**config.mk**
```make
export PLATFORM = sky130hd
export DESIGN_NAME = mem_wb_stage
export DESIGN_NICKNAME = d
export VERILOG_FILES = /design/src/rtl/mem_wb_stage.sv
export SDC_FILE = /design/constraint.sdc
export NUM_CORES = 1
export LEC_CHECK = 0
export CAP_MARGIN = 20
export CORE_MARGIN = 10
export CORE_UTILIZATION = 35
export CTS_BUF_LIST = sky130_fd_sc_hd__clkbuf_2 sky130_fd_sc_hd__clkbuf_4 sky130_fd_sc_hd__clkbuf_8
export DETAILED_ROUTE_END_ITERATION = 10
export MAX_ROUTING_LAYER = met4
export PLACE_DENSITY = 0.67
export SLEW_MARGIN = 20
export SYNTH_ARGS = -nofsm -noshare
export SYNTH_HDL_FRONTEND = slang
export SYNTH_SLANG_ARGS = --single-unit
```
**constraint.sdc**
```tcl
create_clock -name clk -period 2.4 [get_ports clk]
set_input_delay 0.6 -clock clk [delete_from_list [all_inputs] [get_ports clk]]
set_output_delay 0.6 -clock clk [all_outputs]
set_load 0.01 [all_outputs]
```
**src/rtl/mem_wb_stage.sv**
```systemverilog
// mem_wb_stage: RV32I MEM/WB stage with a req/ack data-memory port, load alignment and a register-file write port
module mem_wb_stage #(
    parameter int ACK_TIMEOUT = 256
) (
    input  logic        clk,
    input  logic        rst_n,
    input  logic        i_ex_valid,
    input  logic [31:0] i_ex_alu_result,
    input  logic [31:0] i_ex_rs2_data,
    input  logic [4:0]  i_ex_rd,
    input  logic        i_ex_RegWrite,
    input  logic        i_ex_MemRead,
    input  logic        i_ex_MemWrite,
    input  logic [2:0]  i_ex_funct3,
    output logic        o_mem_stall,
    output logic        o_dmem_req,
    output logic        o_dmem_we,
    output logic [31:0] o_dmem_addr,
    output logic [31:0] o_dmem_wdata,
    output logic [3:0]  o_dmem_be,
    input  logic        i_dmem_ack,
    input  logic [31:0] i_dmem_rdata,
    output logic [31:0] o_writedata,
    output logic [4:0]  o_write_rd,
    output logic        o_wb_RegWrite,
    output logic        o_mem_misaligned,
    output logic        o_mem_fault
);
    typedef enum logic {IDLE, REQ} state_t;
    localparam int CW = (ACK_TIMEOUT > 1) ? $clog2(ACK_TIMEOUT) : 1;
    state_t        r_state;
    logic [CW-1:0] r_cnt;
    logic          r_req, r_we, r_wb, r_mis, r_fault;
    logic [31:0]   r_addr, r_wdata, r_writedata;
    logic [3:0]    r_be;
    logic [4:0]    r_rd, r_write_rd;
    logic [2:0]    r_funct3;
    logic [1:0]    r_lane;
    logic          w_memop, w_byte, w_half, w_mis, w_timeout;
    logic [1:0]    w_off;
    logic [3:0]    w_be;
    logic [31:0]   w_wdata, w_load;
    logic [7:0]    w_lb;
    logic [15:0]   w_lh;
    // Decode the EX slot: access size, misalignment, byte enables and lane-replicated store data
    always_comb begin
        w_memop = i_ex_valid & (i_ex_MemRead | i_ex_MemWrite);
        w_off   = i_ex_alu_result[1:0];
        w_byte  = i_ex_funct3[1:0] == 2'b00;
        w_half  = i_ex_funct3[1:0] == 2'b01;
        w_mis   = w_half ? w_off[0] : (!w_byte && w_off != 2'b00);
        w_be    = w_byte ? (4'b0001 << w_off) : w_half ? (w_off[1] ? 4'b1100 : 4'b0011) : 4'b1111;
        w_wdata = w_byte ? {4{i_ex_rs2_data[7:0]}} : w_half ? {2{i_ex_rs2_data[15:0]}} : i_ex_rs2_data;
    end
    // Pick the addressed byte/half from the returned word and extend it according to the latched funct3
    always_comb begin
        w_lb   = i_dmem_rdata[{r_lane, 3'b000} +: 8];
        w_lh   = i_dmem_rdata[{r_lane[1], 4'b0000} +: 16];
        w_load = (r_funct3[1:0] == 2'b00) ? {{24{!r_funct3[2] & w_lb[7]}}, w_lb} :
                 (r_funct3[1:0] == 2'b01) ? {{16{!r_funct3[2] & w_lh[15]}}, w_lh} : i_dmem_rdata;
        w_timeout = (ACK_TIMEOUT != 0) && (r_cnt == CW'(ACK_TIMEOUT - 1));
    end
    // Hold upstream while a request is pending; release in the ack cycle so EX advances on that edge
    always_comb begin
        o_mem_stall = rst_n & ((r_state == REQ) ? !i_dmem_ack : (w_memop & !w_mis));
    end
    // IDLE/REQ controller with registered memory port, writeback port and status pulses
    always_ff @(posedge clk) begin
        if (!rst_n) begin
            r_state     <= IDLE;
            r_cnt       <= '0;
            r_req       <= 1'b0;
            r_we        <= 1'b0;
            r_addr      <= '0;
            r_wdata     <= '0;
            r_be        <= '0;
            r_rd        <= '0;
            r_funct3    <= '0;
            r_lane      <= '0;
            r_writedata <= '0;
            r_write_rd  <= '0;
            r_wb        <= 1'b0;
            r_mis       <= 1'b0;
            r_fault     <= 1'b0;
        end else begin
            r_wb    <= 1'b0;
            r_mis   <= 1'b0;
            r_fault <= 1'b0;
            if (r_state == IDLE) begin
                if (i_ex_valid && !w_memop) begin
                    r_writedata <= i_ex_alu_result;
                    r_write_rd  <= i_ex_rd;
                    r_wb        <= i_ex_RegWrite && (i_ex_rd != 5'd0);
                end else if (w_memop && w_mis) begin
                    r_mis <= 1'b1;
                end else if (w_memop) begin
                    r_state  <= REQ;
                    r_cnt    <= '0;
                    r_req    <= 1'b1;
                    r_we     <= i_ex_MemWrite;
                    r_addr   <= {i_ex_alu_result[31:2], 2'b00};
                    r_be     <= w_be;
                    r_wdata  <= w_wdata;
                    r_rd     <= i_ex_rd;
                    r_funct3 <= i_ex_funct3;
                    r_lane   <= w_off;
                end
            end else if (i_dmem_ack) begin
                r_state <= IDLE;
                r_req   <= 1'b0;
                if (!r_we) begin
                    r_writedata <= w_load;
                    r_write_rd  <= r_rd;
                    r_wb        <= r_rd != 5'd0;
                end
            end else if (w_timeout) begin
                r_state <= IDLE;
                r_req   <= 1'b0;
                r_fault <= 1'b1;
            end else begin
                r_cnt <= r_cnt + 1'b1;
            end
        end
    end
    assign o_dmem_req       = r_req;
    assign o_dmem_we        = r_we;
    assign o_dmem_addr      = r_addr;
    assign o_dmem_wdata     = r_wdata;
    assign o_dmem_be        = r_be;
    assign o_writedata      = r_writedata;
    assign o_write_rd       = r_write_rd;
    assign o_wb_RegWrite    = r_wb;
    assign o_mem_misaligned = r_mis;
    assign o_mem_fault      = r_fault;
endmodule

```
==> flow_metrics.env <==
export IMPL_outcome="finished, final reports clean"
export IMPL_clkPwrFrac=0.367
export IMPL_initial_core_util=0.360
export IMPL_post_cts_buffers=0
export IMPL_crit_chain="clkdlybuf4s50_1 > nor2b_1 > o211a_4 > nor2_2 > nor2_1 > buf_2"
export IMPL_wl_mm=23.4
export IMPL_rsz0062_at_grt="false"
export IMPL_worst_hold_startpoint="o_dmem_be[0]$_SDFFE_PN0P_"
export IMPL_cts_tree="built"
export IMPL_ant_nets=0
export IMPL_insertion_delay_ns=0.45
export IMPL_tightest_slew_ns=0.766
export IMPL_reg2regPathDepth=4
export IMPL_yosysWarnings=0
export IMPL_ys_types=60
export IMPL_worstReg2RegEnd="o_writedata[2]$_SDFFE_PN0P_"
export IMPL_p_comb_frac=0.214
export IMPL_rrSetupSlack_ns=0.29
export IMPL_final_period_utilization=0.994
export IMPL_cts_made_buffers=17
export IMPL_dr_wl_met2_mm=10.6
export IMPL_floorplan_rows=48
export IMPL_synth_area_per_cell_um2=7.98
export IMPL_critPathRequiredTime_ns=1.80
export IMPL_clkTransAtPathRegs_ns=0.08
export IMPL_synthCells=786
export IMPL_critPathArrivalTime_ns=1.79
export IMPL_finalSetupViolations=0
export IMPL_p_int_mw=3.90
export IMPL_core_um2=17400
export IMPL_wl_met1_mm=10.2
export IMPL_fin_util=0.536
export IMPL_nets=1112
export IMPL_met3_length_mm=2.10
export IMPL_cp_end_kind="output port"
export IMPL_syn_to_final_growth_pct=48.7
export IMPL_synth_enable_flop_cells=0
export IMPL_gp_congestion=0.897
export IMPL_post_drt_wl_per_cell_um=18.9
export IMPL_firstDrtPassIters=5
export IMPL_fin_hold_ws_ns=0.452
export IMPL_cts_hold_buf=0
export IMPL_port_buffers=219
export IMPL_root_buffer="clkbuf_8"
export IMPL_report_final_hold_viol_count=0
export IMPL_r2r_start="r_funct3[0]$_SDFFE_PN0P_"
export IMPL_hpwl_mm=17.2
export IMPL_ir_worst_vdd_v=0.000345
export IMPL_power_density_nw_per_um2=586
export IMPL_postSynth_asyncResetShare=0
export IMPL_fillers=1673
export IMPL_endpoint="o_mem_stall"
export IMPL_crit_slowest_cell="clkdlybuf4s50_1"
export IMPL_antenna_cells=0
export IMPL_fin_skew_ns=0.00796
export IMPL_hold_class="reg -> reg"
export IMPL_swShare=0.286
export IMPL_cts_sinks=127
export IMPL_dieArea_um2=23700
export IMPL_drive_gt1_frac=0.111
export IMPL_setup_tns_final_ns=0
export IMPL_dr_max_layer_used="met4"
export IMPL_maxSlewHeadroom=0.488
export IMPL_drc=0
export IMPL_grt_start_max_net_pins=93
export IMPL_grtUsageTotal=0.195
export IMPL_finalMaxSlewViolations=0
export IMPL_antenna_found_initial=0
export IMPL_worstSetupPathType="in -> out"
export IMPL_crit_buf_inv=2
export IMPL_drt_iter0_markers=466
export IMPL_seqPwrFrac=0.419
export IMPL_die_h_um=154
export IMPL_critPathMaxFanout=2
export IMPL_grt_pass1_wl_mm=36.3
export IMPL_grt_pass1_vias=6414
export IMPL_p_switching_mw=1.56
export IMPL_synth_area_um2=6270
export IMPL_crit_start="i_ex_valid"
export IMPL_clock_fmax_mhz=419
export IMPL_grt_overflow=0
export IMPL_period_needed_ns=2.39
export IMPL_synthFlopType="dfxtp_1"
export IMPL_htreeDepth=4
export IMPL_synth_seq_cells=127
export IMPL_cts_buffer_depth=2
export IMPL_drv_cap=0
export IMPL_crit_cells=6
export IMPL_crit_path_start_kind="input pin"
export IMPL_io_pins=222
export IMPL_num_vias=6593
export IMPL_slowest_delay_ns=0.47
export IMPL_ys_seq_area_frac=0.405
export IMPL_die_x_um=154
export IMPL_viasPerCell=5.33
export IMPL_crit_family="buffers and inverters"
export IMPL_total_leakage_power_nw=3.22
## cell usage in the layout (no fill, tap or decap), types with 12 or more instances in the layout
cell and instances:
nor2b_1 17, a211oi_1 20, clkbuf_8 19, nor2_1 45, clkdlybuf4s50_1 215, a21oi_1 74, o211ai_1 12, dfxtp_1 126
nand3_1 12, o21ai_0 26, nand2_1 185, buf_4 39, a31oi_1 18, mux2i_1 24, a32oi_1 16
## state kept, by name, summed over array words and instances (netlist names)
signal	count
o_mem_fault	1
r_funct3	3
o_dmem_addr	30
o_dmem_we	1
o_dmem_wdata	32
r_state	1
o_dmem_be	4
o_dmem_req	1
o_writedata	32
o_write_rd	5
r_lane	2
o_wb_RegWrite	1
r_cnt	8
o_mem_misaligned	1
r_rd	5
## area by class of cell
cell class,instances,area [µm²],share of cell area
Clock buffer,19,262,0.0280
Clock inverter,13,163,0.0174
Inverter,6,23.8,0.00255
Multi-Input combinational cell,580,3390,0.363
Sequential cell,127,2540,0.273
Tap cell,225,282,0.0302
Timing Repair Buffer,268,2670,0.286
## power by group through the flow
| stage | Combinational [mW] | Sequential, mW | Clock (mW) |
|---|---|---|---|
| 2_1_floorplan | 0.486 | 2.38 | 0 |
| 3_3_place_gp | 1.17 | 2.33 | 0 |
| 3_5_place_dp | 1.17 | 2.34 | 0 |
| 4_1_cts | 1.17 | 2.29 | 2.05 |
| 5_1_grt | 1.27 | 2.31 | 2.15 |
| 6_report | 1.17 | 2.29 | 2.00 |
## worst reg2reg max path, stage by stage, from the launching register on
cell      delay (ns)
dfxtp_1         0.57
nor2b_1         0.68
o21ai_1         0.38
o22ai_1         0.25
a211oi_1        0.11
## metrics by stage
step | cells | power [mW] | cell area [µm²] | setup WS, ns
finish | 1238 | 5.47 | 9330 | 0.0139
global route | 1238 | 5.72 | 9330 | 0.00404
CTS | 1238 | 5.51 | 9320 | 0.00346
detailed placement | 1207 | 3.51 | 8900 | -0.593
global placement | 1207 | 3.50 | 8900 | -0.636
floorplan | 787 | 2.87 | 6280 | 0.0668
## synth_stat cells (9+ instances only)
cell,number,area (µm²)
a211oi_1,20,150
a21oi_1,75,375
a311oi_1,10,87.6
a31oi_1,18,113
a32oi_1,16,140
and2_1,10,62.6
buf_1,11,41.3
buf_2,16,80.1
clkbuf_1,39,146
dfxtp_1,127,2540
mux2i_1,24,240
nand2_1,185,694
nand3_1,12,60.1
nand3b_1,9,67.6
nor2_1,47,176
nor2b_1,17,106
o211ai_1,12,90.1
o21ai_0,26,130
## logic make-up (layout without fill, tap and decap cells)
family,Yosys count,count (layout),synth area share
AND/OR/NAND/NOR,311,311,0.220
buffers and inverters,80,306,0.0594
other,1,2,0.000598
multiplexers,31,31,0.0508
flip-flops,127,127,0.405
adder cells (fa/ha/maj),1,1,0.00199
XOR/XNOR,1,1,0.00140
AO/OA/AOI/OAI,234,234,0.260
## worst min path at each step
stage / end / slack (ns) / cells past startpoint
detailed placement: o_dmem_be[0]$_SDFFE_PN0P_ / 0.45 / 2
global placement: o_dmem_be[0]$_SDFFE_PN0P_ / 0.44 / 2
floorplan: r_rd[2]$_SDFFE_PN0P_ / 0.45 / 2
global route: o_dmem_addr[26]$_SDFFE_PN0P_ / 0.47 / 2
CTS: o_dmem_be[0]$_SDFFE_PN0P_ / 0.45 / 2
finish: o_dmem_be[0]$_SDFFE_PN0P_ / 0.45 / 2
## routing by layer
layer,track usage,vias to the layer above
met1,0.231,3069
met3,0.0739,37
met4,0.0576,0
li1,-,3257
met5,-,-
met2,0.300,230
## repair_timing
item                       4_1_cts  5_1_grt
setup endpoints to repair        2        2
gates resized for setup         10        3
cloned                           0        0
(Power assumes the default switching activity.)
